==> src/rtl/alu_issue_stage_if.sv <==
// Valid/ready handshake bundle for the ALU issue stage.
// Holds the upstream operand channel and the downstream result channel.
interface alu_issue_stage_if #(
    parameter int unsigned W = 4
);
    logic         in_valid;
    logic         in_ready;
    logic [W-1:0] in_a;
    logic [W-1:0] in_b;
    logic [2:0]   in_ctrl;

    logic         out_valid;
    logic         out_ready;
    logic [W-1:0] out_result;
    logic         out_zero;
    logic [2:0]   out_ctrl;

    // master is the environment: it issues operations and consumes results
    modport master (
        output in_valid, in_a, in_b, in_ctrl, out_ready,
        input  in_ready, out_valid, out_result, out_zero, out_ctrl
    );

    modport slave (
        input  in_valid, in_a, in_b, in_ctrl, out_ready,
        output in_ready, out_valid, out_result, out_zero, out_ctrl
    );
endinterface

==> src/rtl/alu_issue_stage.sv <==
// Two-register pipeline wrapper around an external combinational ALU:
// operand register feeds the ALU, result register captures its outputs.
module alu_issue_stage #(
    parameter int unsigned W     = 4,
    parameter int unsigned CNT_W = 8
) (
    input  logic             clk,
    input  logic             reset,
    alu_issue_stage_if.slave io,
    output logic [W-1:0]     alu_a,
    output logic [W-1:0]     alu_b,
    output logic [2:0]       alu_ctrl,
    input  logic [W-1:0]     alu_result,
    input  logic             alu_zero,
    input  logic             clear_stats,
    output logic [CNT_W-1:0] op_count,
    output logic             zero_sticky
);
    logic [W-1:0]     a_q, a_d, b_q, b_d;
    logic [2:0]       c1_q, c1_d;
    logic             s1_v_q, s1_v_d;
    logic [W-1:0]     res_q, res_d;
    logic             zero_q, zero_d;
    logic [2:0]       c2_q, c2_d;
    logic             s2_v_q, s2_v_d;
    logic [CNT_W-1:0] cnt_q, cnt_d;
    logic             sticky_q, sticky_d;

    logic s2_load;
    logic in_rdy;
    logic accept;
    logic out_hs;

    // in_ready looks through to out_ready so a full pipe can accept and drain together
    assign s2_load = s1_v_q && (!s2_v_q || io.out_ready);
    assign in_rdy  = !s1_v_q || s2_load;
    assign accept  = io.in_valid && in_rdy;
    assign out_hs  = s2_v_q && io.out_ready;

    always_comb begin
        a_d      = a_q;
        b_d      = b_q;
        c1_d     = c1_q;
        s1_v_d   = s1_v_q;
        res_d    = res_q;
        zero_d   = zero_q;
        c2_d     = c2_q;
        s2_v_d   = s2_v_q;
        cnt_d    = cnt_q;
        sticky_d = sticky_q;

        if (accept) begin
            a_d    = io.in_a;
            b_d    = io.in_b;
            c1_d   = io.in_ctrl;
            s1_v_d = 1'b1;
        end else if (s2_load) begin
            s1_v_d = 1'b0;
        end

        if (s2_load) begin
            res_d  = alu_result;
            zero_d = alu_zero;
            c2_d   = c1_q;
            s2_v_d = 1'b1;
        end else if (out_hs) begin
            s2_v_d = 1'b0;
        end

        if (clear_stats) begin
            cnt_d    = '0;
            sticky_d = 1'b0;
        end else if (out_hs) begin
            cnt_d    = cnt_q + CNT_W'(1);
            sticky_d = sticky_q | zero_q;
        end
    end

    always_ff @(posedge clk) begin
        if (reset) begin
            a_q      <= '0;
            b_q      <= '0;
            c1_q     <= '0;
            s1_v_q   <= 1'b0;
            res_q    <= '0;
            zero_q   <= 1'b0;
            c2_q     <= '0;
            s2_v_q   <= 1'b0;
            cnt_q    <= '0;
            sticky_q <= 1'b0;
        end else begin
            a_q      <= a_d;
            b_q      <= b_d;
            c1_q     <= c1_d;
            s1_v_q   <= s1_v_d;
            res_q    <= res_d;
            zero_q   <= zero_d;
            c2_q     <= c2_d;
            s2_v_q   <= s2_v_d;
            cnt_q    <= cnt_d;
            sticky_q <= sticky_d;
        end
    end

    assign io.in_ready   = in_rdy;
    assign io.out_valid  = s2_v_q;
    assign io.out_result = res_q;
    assign io.out_zero   = zero_q;
    assign io.out_ctrl   = c2_q;

    assign alu_a       = a_q;
    assign alu_b       = b_q;
    assign alu_ctrl    = c1_q;
    assign op_count    = cnt_q;
    assign zero_sticky = sticky_q;
endmodule

==> src/flat_wrapper.sv <==
// flat-port wrapper written by rule: the top's interface ports become plain ports
module alu_issue_stage_flat 
#(
    parameter int unsigned W     = 4,
    parameter int unsigned CNT_W = 8
)
  (clk, reset, alu_a, alu_b, alu_ctrl, alu_result, alu_zero, clear_stats, op_count, zero_sticky, io_in_valid, io_in_a, io_in_b, io_in_ctrl, io_out_ready, io_in_ready, io_out_valid, io_out_result, io_out_zero, io_out_ctrl);
  alu_issue_stage_if #(.W(W)) io_i ();
  input  logic clk;
  input  logic reset;
  output logic [W-1:0] alu_a;
  output logic [W-1:0] alu_b;
  output logic [2:0] alu_ctrl;
  input  logic [W-1:0] alu_result;
  input  logic alu_zero;
  input  logic clear_stats;
  output logic [CNT_W-1:0] op_count;
  output logic zero_sticky;
  input wire logic [$bits(io_i.in_valid)-1:0] io_in_valid;
  input wire logic [$bits(io_i.in_a)-1:0] io_in_a;
  input wire logic [$bits(io_i.in_b)-1:0] io_in_b;
  input wire logic [$bits(io_i.in_ctrl)-1:0] io_in_ctrl;
  input wire logic [$bits(io_i.out_ready)-1:0] io_out_ready;
  output wire logic [$bits(io_i.in_ready)-1:0] io_in_ready;
  output wire logic [$bits(io_i.out_valid)-1:0] io_out_valid;
  output wire logic [$bits(io_i.out_result)-1:0] io_out_result;
  output wire logic [$bits(io_i.out_zero)-1:0] io_out_zero;
  output wire logic [$bits(io_i.out_ctrl)-1:0] io_out_ctrl;
  assign io_i.in_valid = io_in_valid;
  assign io_i.in_a = io_in_a;
  assign io_i.in_b = io_in_b;
  assign io_i.in_ctrl = io_in_ctrl;
  assign io_i.out_ready = io_out_ready;
  assign io_in_ready = io_i.in_ready;
  assign io_out_valid = io_i.out_valid;
  assign io_out_result = io_i.out_result;
  assign io_out_zero = io_i.out_zero;
  assign io_out_ctrl = io_i.out_ctrl;
  alu_issue_stage #(.W(W), .CNT_W(CNT_W)) u_core (.clk(clk), .reset(reset), .io(io_i), .alu_a(alu_a), .alu_b(alu_b), .alu_ctrl(alu_ctrl), .alu_result(alu_result), .alu_zero(alu_zero), .clear_stats(clear_stats), .op_count(op_count), .zero_sticky(zero_sticky));
endmodule
==> config.mk <==
export PLATFORM = sky130hd
export DESIGN_NAME = alu_issue_stage_flat
export DESIGN_NICKNAME = d
export VERILOG_FILES = /design/src/rtl/alu_issue_stage_if.sv /design/src/rtl/alu_issue_stage.sv /design/src/flat_wrapper.sv
export SDC_FILE = /design/constraint.sdc
export NUM_CORES = 1
export LEC_CHECK = 0
export ABC_CLOCK_PERIOD_IN_PS = 1200
export BUFFER_PORTS_ARGS = -buffer_cell sky130_fd_sc_hd__buf_2
export CELL_PAD_IN_SITES_DETAIL_PLACEMENT = 1
export CELL_PAD_IN_SITES_GLOBAL_PLACEMENT = 2
export CORE_ASPECT_RATIO = 1.2
export CORE_MARGIN = 3
export CORE_UTILIZATION = 23
export DETAILED_ROUTE_END_ITERATION = 8
export MAX_ROUTING_LAYER = met4
export PLACE_DENSITY = 0.79
export SLEW_MARGIN = 20
export SYNTH_ARGS = -nofsm -noshare
export SYNTH_HDL_FRONTEND = slang
export SYNTH_SLANG_ARGS = --single-unit
==> constraint.sdc <==
create_clock -name clk -period 1.2 [get_ports clk]
set_clock_uncertainty 0.1 [all_clocks]
set_input_delay 0.3 -clock clk [delete_from_list [all_inputs] [get_ports clk]]
set_output_delay 0.3 -clock clk [all_outputs]
set_load 0.005 [all_outputs]
==> flow_metrics.py <==
metrics = {
    "final_layout": {
        "mostFrequentLayoutCells": "buf_2 (44), buf_4 (30), a21oi_1 (22)",
        "final_common_cell": "buf_2",
        "nets": 246,
        "nFillCells": 595,
        "drive_above_1_share": 0.573,
        "num_antenna_cells": 0,
        "instances_no_fill": 285,
        "seq_area_um2": 632,
        "multi_input_area_um2": 633,
        "synthToLayoutAreaGrowth_pct": 68.0,
        "final_core_util": 0.405,
    },
    "setup_path": {
        "r2r_cells": 4,
        "critPathKind": "reg -> out",
        "timing.rr.end": "u_core.op_count[7]",
        "cp-start-kind": "register",
        "cp-startpoint": "u_core.io.out_valid",
        "crit_end": "io_in_ready",
        "crit_required_ps": 800,
        "cp-end-kind": "primary output",
        "r2r-start": "u_core.io.out_valid",
        "crit_arrival_ps": 1010,
        "r2r_slack_ps": -160,
        "cp_max_fo": 3,
    },
    "logic_synthesis": {
        "syn_area_per_cell_um2": 8.49,
        "synth_mux_area_frac": 0,
        "synth_compound_area_frac": 0.227,
        "synthesis.area_um2": 1210,
        "synthCells": 142,
        "ys_warn_count": 0,
        "synth_fa_ha_area_frac": 0.0104,
        "ys_ff_latch": 30,
        "seq_area_frac_synth": 0.498,
        "synthSimpleGateAreaFrac": 0.194,
        "synth-xor-area-share": 0.0145,
        "synth_fp_nets": 164,
        "yosysUniqueCellTypes": 27,
        "synth_top_family_by_area": "compound AO/OA/AOI/OAI gates",
    },
    "sta": {
        "fin_ws_ps": -214,
        "drv_slew": 0,
        "setup_viol": 20,
        "maxSlewHeadroom": 0.769,
        "worst_pin_slew_ps": 346,
        "setup-tns-final_ps": -1490,
        "fmax_mhz": 707,
        "rsz0062_at_grt": "yes",
        "hold_viol": 0,
        "fin_crit_sh": 1.18,
        "min_period_ps": 1410,
    },
    "route": {
        "routed_wl_mm": 3.92,
        "drc": 0,
        "dr.first_iter.drc_count": 30,
        "ant_nets": 0,
        "via_count": 1343,
        "wl_per_cell_um": 13.7,
        "drt_pass1_iterations": 2,
        "routed_via_density": 4.71,
    },
    "clocking": {
        "clock-sinks": 30,
        "clkTransAtPathRegs_ps": 70,
        "clockBufferDepth": 2,
        "htreeDepth": 2,
        "cts_hold_buf": 0,
        "cts_root_buffer": "clkbuf_8",
        "clk_latency_ps": 280,
        "numCtsBuffers": 5,
        "cts_tree": "done",
    },
    "floorplanning": {
        "io_pins": 51,
        "row_count": 28,
        "fp.dieH_um": 85.3,
        "coreArea_um2": 5010,
        "die-width_um": 72.1,
        "die_area_um2": 6150,
        "start_util": 0.241,
    },
    "power_and_ir_drop": {
        "ir_drop_mv": 0.557,
        "p_total_w": 0.00215,
        "powerDensity_nw_per_um2": 1060,
        "p_leak_nw": 0.884,
    },
    "placed_design": {
        "hpwlAfterDp_mm": 2.67,
        "gp_congestion": 0.728,
        "io_buffers": 50,
        "dp_cells": 263,
    },
    "run_status": {
        "violations": "negative setup slack",
        "status": "complete, but fails checks",
    },
    "grt": {
        "antenna_found_initial": 0,
        "track_usage": 0.133,
        "grt_max_degree": 22,
        "grt_pass1_wl_mm": 6.33,
        "grt.overflow.total": 0,
        "first_global_vias": 1341,
    },
    "worst_hold_path": {
        "hold_class": "in -> reg",
    },
    "flow_run": {
        "max-cap-violations": 0,
    },
}
-- cell families (layout without fill, tap and decap cells) --
group	Yosys count	after routing
adders and majority gates	1	1
buffers and inverters	15	98
AOI/OAI and AO/OA	52	52
DFF	30	30
xor gates and xnor gates	2	2
and+or+nand+nor	42	42
-- metrics by stage --
| stage | cell area, µm² | setup WS, ps | hold slack [ps] |
|---|---|---|---|
| after global placement | 1690 | -148 | 354 |
| after CTS | 1890 | -223 | 155 |
| after global routing | 2030 | -254 | 158 |
| final | 2030 | -214 | 159 |
| after detailed placement | 1690 | -193 | 368 |
| after floorplan | 1270 | -39.3 | 269 |
-- state kept, by name, summed over array words and instances (netlist names) --
| signal | cells |
|---|---|
| u_core.alu_b | 4 |
| u_core.io.out_result | 4 |
| u_core.io.out_zero | 1 |
| u_core.s1_v_q | 1 |
| u_core.alu_ctrl | 3 |
| u_core.alu_a | 4 |
| u_core.op_count | 8 |
| u_core.io.out_valid | 1 |
| u_core.zero_sticky | 1 |
| u_core.io.out_ctrl | 3 |
-- metal layers --
| layer | track usage | routed length (µm) |
|---|---|---|
| met5 | - | 0 |
| met3 | 0.0355 | 179 |
| met2 | 0.215 | 1960 |
| met1 | 0.159 | 1740 |
| met4 | 0.0444 | 44 |
-- cell usage after synthesis --
cell,count,area (µm²)
or3_1,2,12.5
o311ai_0,1,8.76
nand4_4,1,21.3
o41ai_1,1,8.76
buf_1,1,3.75
o21ai_0,21,105
clkbuf_2,1,5.00
xor2_1,2,17.5
or4_1,2,15.0
nand2b_1,1,6.26
nand2_1,4,15.0
buf_2,2,10.0
a31oi_1,1,6.26
buf_4,2,15.0
or3_2,1,7.51
or2_2,1,6.26
a21oi_1,26,130
o31ai_1,2,15.0
inv_1,3,11.3
nor2_1,4,15.0
dfxtp_1,30,601
ha_1,1,12.5
inv_2,1,3.75
nor2b_1,1,6.26
and3b_1,1,8.76
clkbuf_1,5,18.8
nand3_1,24,120
-- worst max-delay path, stage by stage, from the launching register on --
cell and delay (ps):
dfxtp_4 350, and3b_2 210, inv_2 70, buf_2 110
-- timing repair --
| action | 4_1_cts | 5_1_grt |
|---|---|---|
| setup buffers | 5 | 11 |
| pin swaps | 2 | 2 |
| gates resized for setup | 19 | 26 |
| setup endpoints to repair | 23 | 36 |
-- area by class of cell --
type,instances,share of cell area
clock inverter,2,0.00556
multi-input combinational,97,0.312
sequential,30,0.312
timing repair buffer,86,0.283
tap,60,0.0370
inverter,4,0.00926
clock buffer,6,0.0407
-- worst min-delay path by stage --
stage / startpoint / endpoint / slack [ps] / cells past startpoint
floorplan: reset / u_core.alu_a[2] / 270 / 1
global placement: u_core.zero_sticky / u_core.zero_sticky / 350 / 2
detailed placement: u_core.alu_a[0] / u_core.alu_a[0] / 370 / 2
CTS: io_in_ctrl[0] / u_core.alu_ctrl[0] / 150 / 3
global route: io_in_b[2] / u_core.alu_b[2] / 160 / 3
finish: io_in_ctrl[0] / u_core.alu_ctrl[0] / 160 / 3
-- where the power goes --
| part | total (W) | switching [W] | internal [W] | leakage [nW] |
|---|---|---|---|---|
| combinational | 0.000243 | 0.000123 | 0.000121 | 0.579 |
| clock | 0.000864 | 0.000402 | 0.000462 | 0.0515 |
| sequential | 0.00104 | 0.0000202 | 0.00102 | 0.253 |
Power figures use the tool's default switching activity.
